## src/rtl/sub64_stream_stage_pkg.sv

```systemverilog
// ----------------------------------------------------------------------------
// sub64_stream_stage_pkg: shared operand width, FIFO occupancy type and helper.
// Rev 1.0
// ----------------------------------------------------------------------------
`default_nettype none

package sub64_stream_stage_pkg;

  localparam int DATA_W = 64;

  typedef enum logic [1:0] {
    EMPTY = 2'd0,
    ONE   = 2'd1,
    FULL  = 2'd2
  } occ_e;

  // Occupancy after one edge; push and pop together leave it unchanged.
  function automatic occ_e occ_next(input occ_e cur, input logic push, input logic pop);
    occ_e nxt;
    nxt = cur;
    case ({push, pop})
      2'b10:   nxt = (cur == EMPTY) ? ONE : FULL;
      2'b01:   nxt = (cur == FULL) ? ONE : EMPTY;
      default: nxt = cur;
    endcase
    return nxt;
  endfunction

endpackage

`default_nettype wire

```

## src/rtl/sub64_fifo2.sv

```systemverilog
// ----------------------------------------------------------------------------
// sub64_fifo2: two-entry pointer FIFO; caller never pushes when FULL or pops when EMPTY.
// Rev 1.0
// ----------------------------------------------------------------------------
`default_nettype none

module sub64_fifo2
  import sub64_stream_stage_pkg::*;
#(
  parameter int WIDTH = 8
) (
  input  logic             clk,
  input  logic             rst_n,
  input  logic             push,
  input  logic [WIDTH-1:0] push_data,
  input  logic             pop,
  output logic [WIDTH-1:0] head_data,
  output occ_e             count
);

  logic [WIDTH-1:0] mem_q [2];
  logic [WIDTH-1:0] mem_d [2];
  logic             rd_ptr_q, rd_ptr_d;
  logic             wr_ptr_q, wr_ptr_d;
  occ_e             count_q, count_d;

  always_comb begin
    mem_d    = mem_q;
    rd_ptr_d = rd_ptr_q;
    wr_ptr_d = wr_ptr_q;
    count_d  = occ_next(count_q, push, pop);
    if (push) begin
      mem_d[wr_ptr_q] = push_data;
      wr_ptr_d        = ~wr_ptr_q;
    end
    if (pop) begin
      rd_ptr_d = ~rd_ptr_q;
    end
  end

  always_ff @(posedge clk or negedge rst_n) begin
    if (!rst_n) begin
      mem_q[0] <= '0;
      mem_q[1] <= '0;
      rd_ptr_q <= 1'b0;
      wr_ptr_q <= 1'b0;
      count_q  <= EMPTY;
    end else begin
      mem_q    <= mem_d;
      rd_ptr_q <= rd_ptr_d;
      wr_ptr_q <= wr_ptr_d;
      count_q  <= count_d;
    end
  end

  assign head_data = mem_q[rd_ptr_q];
  assign count     = count_q;

endmodule

`default_nettype wire

```

## src/rtl/sub64_stream_stage.sv

```systemverilog
// ----------------------------------------------------------------------------
// sub64_stream_stage: buffered 64-bit subtract stage with tag, flags and op counter.
// Rev 1.0
// ----------------------------------------------------------------------------
`default_nettype none

module sub64_stream_stage
  import sub64_stream_stage_pkg::*;
#(
  parameter int CNT_W = 32,
  parameter int TAG_W = 8
) (
  input  logic              clk,
  input  logic              rst_n,
  input  logic              in_valid,
  output logic              in_ready,
  input  logic [DATA_W-1:0] in_a,
  input  logic [DATA_W-1:0] in_b,
  input  logic [TAG_W-1:0]  in_tag,
  output logic              out_valid,
  input  logic              out_ready,
  output logic [DATA_W-1:0] out_diff,
  output logic              out_borrow,
  output logic              out_zero,
  output logic [TAG_W-1:0]  out_tag,
  input  logic              cnt_clr,
  output logic [CNT_W-1:0]  op_count
);

  localparam int ENTRY_W = TAG_W + 2 * DATA_W;

  logic               in_hs, out_hs, load;
  logic [ENTRY_W-1:0] head;
  occ_e               occ;
  logic [TAG_W-1:0]   head_tag;
  logic [DATA_W-1:0]  head_a, head_b;
  logic [DATA_W:0]    sub_full;

  logic               in_ready_q, in_ready_d;
  logic               out_valid_q, out_valid_d;
  logic [DATA_W-1:0]  out_diff_q, out_diff_d;
  logic               out_borrow_q, out_borrow_d;
  logic               out_zero_q, out_zero_d;
  logic [TAG_W-1:0]   out_tag_q, out_tag_d;
  logic [CNT_W-1:0]   op_count_q, op_count_d;

  sub64_fifo2 #(
    .WIDTH (ENTRY_W)
  ) u_fifo (
    .clk       (clk),
    .rst_n     (rst_n),
    .push      (in_hs),
    .push_data ({in_tag, in_a, in_b}),
    .pop       (load),
    .head_data (head),
    .count     (occ)
  );

  assign {head_tag, head_a, head_b} = head;

  always_comb begin
    in_hs    = in_valid && in_ready_q;
    out_hs   = out_valid_q && out_ready;
    load     = (occ != EMPTY) && (!out_valid_q || out_ready);
    // Bit DATA_W of the zero-extended difference is the borrow.
    sub_full = {1'b0, head_a} - {1'b0, head_b};

    // Registered from next occupancy so in_ready never sees out_ready combinationally.
    in_ready_d = (occ_next(occ, in_hs, load) != FULL);

    out_valid_d  = out_valid_q;
    out_diff_d   = out_diff_q;
    out_borrow_d = out_borrow_q;
    out_zero_d   = out_zero_q;
    out_tag_d    = out_tag_q;
    if (load) begin
      out_valid_d  = 1'b1;
      out_diff_d   = sub_full[DATA_W-1:0];
      out_borrow_d = sub_full[DATA_W];
      out_zero_d   = (sub_full[DATA_W-1:0] == '0);
      out_tag_d    = head_tag;
    end else if (out_hs) begin
      out_valid_d = 1'b0;
    end

    op_count_d = op_count_q;
    if (cnt_clr) begin
      op_count_d = '0;
    end else if (out_hs) begin
      op_count_d = op_count_q + {{(CNT_W-1){1'b0}}, 1'b1};
    end
  end

  always_ff @(posedge clk or negedge rst_n) begin
    if (!rst_n) begin
      in_ready_q   <= 1'b0;
      out_valid_q  <= 1'b0;
      out_diff_q   <= '0;
      out_borrow_q <= 1'b0;
      out_zero_q   <= 1'b0;
      out_tag_q    <= '0;
      op_count_q   <= '0;
    end else begin
      in_ready_q   <= in_ready_d;
      out_valid_q  <= out_valid_d;
      out_diff_q   <= out_diff_d;
      out_borrow_q <= out_borrow_d;
      out_zero_q   <= out_zero_d;
      out_tag_q    <= out_tag_d;
      op_count_q   <= op_count_d;
    end
  end

  assign in_ready   = in_ready_q;
  assign out_valid  = out_valid_q;
  assign out_diff   = out_diff_q;
  assign out_borrow = out_borrow_q;
  assign out_zero   = out_zero_q;
  assign out_tag    = out_tag_q;
  assign op_count   = op_count_q;

endmodule

`default_nettype wire

```

## config.mk

```make
export PLATFORM = sky130hd
export DESIGN_NAME = sub64_stream_stage
export DESIGN_NICKNAME = d
export VERILOG_FILES = /design/src/rtl/sub64_stream_stage_pkg.sv /design/src/rtl/sub64_fifo2.sv /design/src/rtl/sub64_stream_stage.sv
export SDC_FILE = /design/constraint.sdc
export NUM_CORES = 1
export LEC_CHECK = 0
export ABC_AREA = 1
export ABC_CLOCK_PERIOD_IN_PS = 2800
export CORE_MARGIN = 1.5
export CORE_UTILIZATION = 49
export DETAILED_ROUTE_END_ITERATION = 8
export HOLD_SLACK_MARGIN = 0.06
export PLACE_DENSITY = 0.76
export SLEW_MARGIN = 40
export SYNTH_ARGS = -nofsm -noshare
export SYNTH_HDL_FRONTEND = slang
export SYNTH_SLANG_ARGS = --single-unit
```

## constraint.sdc

```tcl
create_clock -name clk -period 2.8 [get_ports clk]
set_input_delay 0.56 -clock clk [delete_from_list [all_inputs] [get_ports clk]]
set_output_delay 0.56 -clock clk [all_outputs]
set_load 0.05 [all_outputs]
```

## After elaboration in Yosys (flattened, before gate mapping)

Index checks and enable logic that the tools add are counted.

- Input bits: 141
- Register bits after elaboration: 384
- Logic and storage cells: 49
- Output and inout bits: 108

- Multiplexer cells: 13
- Bitwise gates (word level): 4
- Reduce and logical (&&, ||, !) cells: 11
- Magnitude comparators: 3
- Equality and inequality tests: 4
- Add/subtract/negate cells: 2

Operators with widths:

| operator | count |
|---|---|
| two-way mux 136 bit | 4 |
| bitwise mux 272 bit | 1 |
| demux 136 bit (select 1 bit) | 1 |
| subtractor 64 x 64 -> 65 bit | 1 |
| logical NOT 64 bit | 1 |
| two-way mux 32 bit | 2 |
| adder 32 x 1 -> 32 bit, second input constant | 1 |
| nonzero test 2 bit | 3 |
| equality test 2 bit, second input constant | 2 |
| >= comparator 2 bit, second input constant | 2 |
| logical AND 1 bit | 4 |
| inverter 1 -> 2 bit | 2 |
| one-hot mux 2 bit (2 select lines) | 1 |
| two-way mux 1 bit | 3 |
| equality test 2 x 1 -> 1 bit, second input constant | 1 |
| logical NOT 2 bit | 1 |
| < comparator 2 x 1 -> 1 bit, second input constant | 1 |
| two-way mux 2 bit | 1 |
| != test 2 bit, second input constant | 1 |
| inverter 1 bit | 2 |
| logical NOT 1 bit | 1 |
| logical OR 1 bit | 1 |

## Depth between registers and ports, before layout

Gate-level depths: netlist (run 1).

- Word-level depth: 6
- Depth in mapped cells: 26
- Gate-level depth less buffers: 25

## Cells and area by module

From an unflattened synthesis (run 1), not the netlist that was laid out.

- Cells, all modules: 3047
- Area total of the unflattened synthesis: 22494.1 µm²

Modules (own cells, without submodules):

| module | sequential area each (µm²) | cells an instance | area an instance (µm²) | instances |
|---|---|---|---|---|
| sub64_fifo2 | 6906.6 | 1187 | 11822.6 | 1 |
| sub64_stream_stage | 2702.6 | 1860 | 10671.5 | 1 |

## Worst setup path after synthesis (run 1)

Ideal clock, no wire load.

- Kind: register to register
- Start point: register u_fifo.rd_ptr_q
- End point: register out_zero_q (netlist: out_zero)
- Setup time: 0.066 ns
- Arrival: 2.957 ns
- Cell stages (with the launch flop): 23
- Slack: -0.223 ns
- Path buffers: 2
- Data required time: 2.734 ns
- Period minus slack after synthesis: 3.023 ns
- Cell sequence: dfrtp_1 clkbuf_1 buf_1 mux2i_1 ha_1 fa_1 inv_1 nand3_1 nand3_1 nand2_1 nand2_1 nand2_1 nand2_1 nand2_1 nand3_1 nand2_1 nor2_1 nand2_1 nor2_1 nand3_1 nor2_1 nand2_1 nand2_1

- Word-level cells in the longest chain between the ends: 6

Ends and longest elaborated chain:

| element | RTL line | RTL |
|---|---|---|
| start, declared | sub64_fifo2.sv:23 | `logic rd_ptr_q, rd_ptr_d;` |
| start signal, assigned | sub64_fifo2.sv:50 | `rd_ptr_q <= rd_ptr_d;` |
| inverter 1 -> 2 bit (not written as such) | sub64_fifo2.sv:56 | `assign head_data = mem_q[rd_ptr_q];` |
| two-way mux 136 bit (not written as such) (3 in series) | sub64_fifo2.sv:56 |  |
| subtractor 64 x 64 -> 65 bit | sub64_stream_stage.sv:66 | `sub_full = {1'b0, head_a} - {1'b0, head_b};` |
| logical NOT 64 bit | sub64_stream_stage.sv:80 | `out_zero_d = (sub_full[DATA_W-1:0] == '0);` |
| end signal, assigned | sub64_stream_stage.sv:108 | `out_zero_q <= out_zero_d;` |
| end, declared | sub64_stream_stage.sv:43 | `logic out_zero_q, out_zero_d;` |

No other way between the ends. The select of a mux whose other input is x is not followed.
A chain may end at the register's enable or synchronous reset.

## Worst setup path in the final report (run 1)

Ends and elaborated chain as after synthesis.

==> impl_results.html, run 1 <==
<table>
<tr><th>Metric</th><th>Value</th></tr>
<tr><th colspan="2">Yosys</th></tr>
<tr><td>Commonest cells post-synth</td><td>sky130_fd_sc_hd__nand2_1, sky130_fd_sc_hd__inv_1, sky130_fd_sc_hd__dfrtp_1, sky130_fd_sc_hd__o21ai_0, sky130_fd_sc_hd__nor2_1</td></tr>
<tr><td>Synthesis Warnings</td><td>0</td></tr>
<tr><td>Netlist Area Pre-Place</td><td>22150 um2</td></tr>
<tr><td>Syn_nets</td><td>3347</td></tr>
<tr><td>Post-synthesis instance total</td><td>3138</td></tr>
<tr><td>Share of synthesized area occupied by flip-flops and latches</td><td>0.4338</td></tr>
<tr><td>Cell types occupying the most area after synthesis</td><td>sky130_fd_sc_hd__dfrtp_1, sky130_fd_sc_hd__nand2_1, sky130_fd_sc_hd__inv_1, sky130_fd_sc_hd__o21ai_0, sky130_fd_sc_hd__ha_1</td></tr>
<tr><td>Unique masters post-synth</td><td>42</td></tr>
<tr><td>Synth Area per Inst</td><td>7.059 um2</td></tr>
<tr><td>Post-synth EDFFs</td><td>0</td></tr>
<tr><td>Yosys top cell by area</td><td>sky130_fd_sc_hd__dfrtp_1</td></tr>
<tr><td>Most frequent cell after synthesis</td><td>sky130_fd_sc_hd__nand2_1</td></tr>
<tr><td>Yosys reg bits</td><td>384</td></tr>
<tr><td>Area fraction of the dominant cell type after synthesis</td><td>0.4338</td></tr>
<tr><td>Share of async-settable or async-resettable flops after synthesis</td><td>1.000</td></tr>
<tr><td>Post-synth top flop</td><td>sky130_fd_sc_hd__dfrtp_1</td></tr>
<tr><th colspan="2">Die</th></tr>
<tr><td>Die Span X</td><td>215.6 um</td></tr>
<tr><td>I/O Pins</td><td>249</td></tr>
<tr><td>Floorplan die height</td><td>215.6 um</td></tr>
<tr><td>Core region area</td><td>44410 um2</td></tr>
<tr><td>Full die area</td><td>46490 um2</td></tr>
<tr><td>Standard-cell row count</td><td>77</td></tr>
<tr><td>Initial Utilization</td><td>0.4988</td></tr>
<tr><th colspan="2">Timing</th></tr>
<tr><td>Measured slew at the worst slew-check pin</td><td>0.7714 ns</td></tr>
<tr><td>Worst slew margin relative to its limit</td><td>0.4857</td></tr>
<tr><td>Highest clock rate</td><td>308.4 MHz</td></tr>
<tr><td>Minimum clock period</td><td>3.242 ns</td></tr>
<tr><td>Final hold violations</td><td>0</td></tr>
<tr><td>Portion of the clock cycle consumed by the worst path in the final layout</td><td>1.158</td></tr>
<tr><td>Final Max Slew Viols</td><td>0</td></tr>
<tr><td>Final critical-path setup slack</td><td>-0.4424 ns</td></tr>
<tr><td>Number of endpoints failing setup at the final stage</td><td>38</td></tr>
<tr><td>RSZ-0062 raised after global routing</td><td>yes</td></tr>
<tr><td>Worst-case clock skew</td><td>0.02314 ns</td></tr>
<tr><td>Final Hold Slack</td><td>0.4783 ns</td></tr>
<tr><th colspan="2">Clock network</th></tr>
<tr><td>Clock tree from TritonCTS</td><td>done</td></tr>
<tr><td>Clock sink total</td><td>384</td></tr>
<tr><td>Clock latency of the later-clocked register in the worst-skew pair</td><td>0.58 ns</td></tr>
<tr><td>Number of buffers created by CTS</td><td>40</td></tr>
<tr><td>CTS Root Buffer Type</td><td>sky130_fd_sc_hd__clkbuf_16</td></tr>
<tr><td>Clock slew at reported path FFs</td><td>0.07 ns</td></tr>
<tr><td>Clk buf depth</td><td>3</td></tr>
<tr><td>H-tree depth</td><td>2</td></tr>
<tr><th colspan="2">Final layout</th></tr>
<tr><td>Area grow syn2layout</td><td>35.92%</td></tr>
<tr><td># fillers</td><td>3598</td></tr>
<tr><td>Fraction of layout instances using a drive strength above 1</td><td>0.1778</td></tr>
<tr><td>Sequential cell area</td><td>9613 um2</td></tr>
<tr><td>Combined area of the multi-input logic cells</td><td>11560 um2</td></tr>
<tr><td>Antenna cell count</td><td>0</td></tr>
<tr><td>NumNets Final</td><td>3833</td></tr>
<tr><td>Utilization after layout</td><td>0.6779</td></tr>
<tr><th colspan="2">Place</th></tr>
<tr><td>Worst slack at placement</td><td>-0.3902 ns</td></tr>
<tr><td>Routability congestion estimate</td><td>1.000</td></tr>
<tr><td>Detail Placement HPWL</td><td>51640 um</td></tr>
<tr><td>Number of buffers added on ports</td><td>248</td></tr>
<tr><th colspan="2">Setup path</th></tr>
<tr><td>Worst setup SP type</td><td>flop</td></tr>
<tr><td>Top fanout value on the critical path</td><td>32</td></tr>
<tr><td>Critical path class</td><td>reg -&gt; reg</td></tr>
<tr><td>Worst Setup End Kind</td><td>flop</td></tr>
<tr><td>Arrival time of data at the critical path endpoint</td><td>3.76 ns</td></tr>
<tr><td>Data required time at the worst endpoint</td><td>3.32 ns</td></tr>
<tr><th colspan="2">Worst hold path</th></tr>
<tr><td>HP Class</td><td>reg -&gt; reg</td></tr>
<tr><th colspan="2">Global routing</th></tr>
<tr><td>Via count of the first global-routing pass</td><td>20676</td></tr>
<tr><td>Global-route wire length before repair</td><td>108600 um</td></tr>
<tr><td>Number of antenna violations at the first check in global routing</td><td>0</td></tr>
<tr><td>Combined global-route utilization of all metal layers</td><td>0.2942</td></tr>
<tr><td>Largest net degree at the start of global routing</td><td>83</td></tr>
<tr><td>Remaining global-route overflow</td><td>0</td></tr>
<tr><th colspan="2">Outcome</th></tr>
<tr><td>Run status</td><td>finished, violations left</td></tr>
<tr><td>Violated checks</td><td>negative setup slack</td></tr>
<tr><th colspan="2">Route</th></tr>
<tr><td>Number of nets with antenna violations after detailed routing</td><td>0</td></tr>
<tr><td>Pre-antenna DRT Iters</td><td>6</td></tr>
<tr><td>DRC errors left</td><td>0</td></tr>
<tr><td>Total Wirelength</td><td>70290 um</td></tr>
<tr><td>Total via count in the routed design</td><td>22000</td></tr>
<tr><td>Detailed router's first-iteration violation count</td><td>2241</td></tr>
<tr><td>Wirelength per Cell</td><td>16.57 um</td></tr>
<tr><td>Via/cell ratio</td><td>5.186</td></tr>
<tr><th colspan="2">Flow run</th></tr>
<tr><td>Number of max-cap violations</td><td>0</td></tr>
</table>
repair_timing:
| item | in CTS | in global routing |
|---|---|---|
| hold buffers | 1 | 0 |
| cloned | 2 | 0 |
| pin swaps | 3 | 15 |
| resized for setup | 102 | 168 |
| endpoints found under the setup margin | 41 | 55 |
| buffers inserted | 3 | 4 |
| endpoints found under the hold margin | 49 | 0 |
kinds of logic after synthesis:
kind of cell	share of synthesized area
AOI/OAI and AO/OA	0.1059
DFF	0.4338
muxes	0.02847
xor gates and xnor gates	0.008302
and+or+nand+nor	0.2840
buffers and inverters	0.1008
adders and majority gates	0.03875
layer usage:
metal  track usage  part of all wire
met5             0                 0
met4       0.08601             0.026
met3       0.05384             0.084
met2        0.4484              0.44
met1        0.4270              0.45
cells in the final DEF (no fill, tap or decap), drive strengths merged, types with 4 or more instances in the layout:
cell type	count
nor3	24
mux2i	63
nand2	1223
nand3b	18
clkbuf	56
o221a	4
a21oi	66
xor2	11
dfrtp	384
nand4	19
nand3	69
a31oi	29
o21bai	5
nor2	193
nor3b	4
xnor2	10
clkinv	10
clkdlybuf4s50	247
o21a	4
inv	493
ha	67
nor4	5
o21ai	328
buf	297
registers in the layout (all words and copies together) (netlist names):
signal and count:
in_ready 1, op_count 32, out_borrow 1, out_diff 64, out_tag 8, out_valid 1
out_zero 1, u_fifo.count 2, u_fifo.mem_q 272, u_fifo.rd_ptr_q 1, u_fifo.wr_ptr_q 1
path summary, 6_finish.rpt:
path	startpoint	cells after the start	slack (ns)	end
worst max-delay path	u_fifo.rd_ptr_q	21	-0.44	out_zero
worst min-delay path	out_diff[10]	2	0.48	out_diff[10]
worst max register to register	u_fifo.rd_ptr_q	21	-0.44	out_zero
worst min register to register	out_diff[10]	2	0.48	out_diff[10]
max in group asynchronous	rst_n	4	1.39	u_fifo.mem_q[161]
min in group asynchronous	rst_n	2	0.55	out_diff[13]
final cells by class:
type / instances / share of cell area
clock buffer: 56 / 0.03856
inverter: 493 / 0.06188
clock inverter: 12 / 0.003283
tap: 592 / 0.02460
timing repair buffer: 546 / 0.1683
sequential: 384 / 0.3193
multi-input combinational: 2159 / 0.3841
stage by stage:
step / setup TNS [ns] / cell area, um2 / std cells
after CTS: -3.074 / 29340 / 4238
final: -4.659 / 30110 / 4242
after global placement: -2.192 / 27430 / 4164
after detailed placement: -3.735 / 27430 / 4164
after floorplan: 0 / 22170 / 3138
after global routing: -11.12 / 30110 / 4242
critical path: stages (launching register included):
cell and delay (ns):
sky130_fd_sc_hd__dfrtp_4 0.54, sky130_fd_sc_hd__buf_12 0.24, sky130_fd_sc_hd__mux2i_2 0.37, sky130_fd_sc_hd__ha_4 0.28, sky130_fd_sc_hd__nand2_1 0.06, sky130_fd_sc_hd__nand2_1 0.11
sky130_fd_sc_hd__inv_1 0.10, sky130_fd_sc_hd__nand2_1 0.10, sky130_fd_sc_hd__a21oi_1 0.16, sky130_fd_sc_hd__buf_4 0.16, sky130_fd_sc_hd__nand2_1 0.07, sky130_fd_sc_hd__inv_1 0.07
sky130_fd_sc_hd__nand2_1 0.13, sky130_fd_sc_hd__nand2_1 0.11, sky130_fd_sc_hd__nand2_1 0.05, sky130_fd_sc_hd__nor2_1 0.09, sky130_fd_sc_hd__nand2_1 0.06, sky130_fd_sc_hd__nor2_1 0.12
sky130_fd_sc_hd__nand3_1 0.11, sky130_fd_sc_hd__nor2_1 0.11, sky130_fd_sc_hd__nand2_1 0.07, sky130_fd_sc_hd__nand2_1 0.05
Power of run 1 is not shown: default switching activity piles up to over one toggle a cycle in this logic, so the estimate is an artifact.
==> inputs of run 2 (changes only) <==
Settings changed: GPL_TIMING_DRIVEN from default to 1.
==> results of run 2 <==
Final layout, timing and power as in run 1 (identical DEF).
Power of run 2 is left out for the same reason.
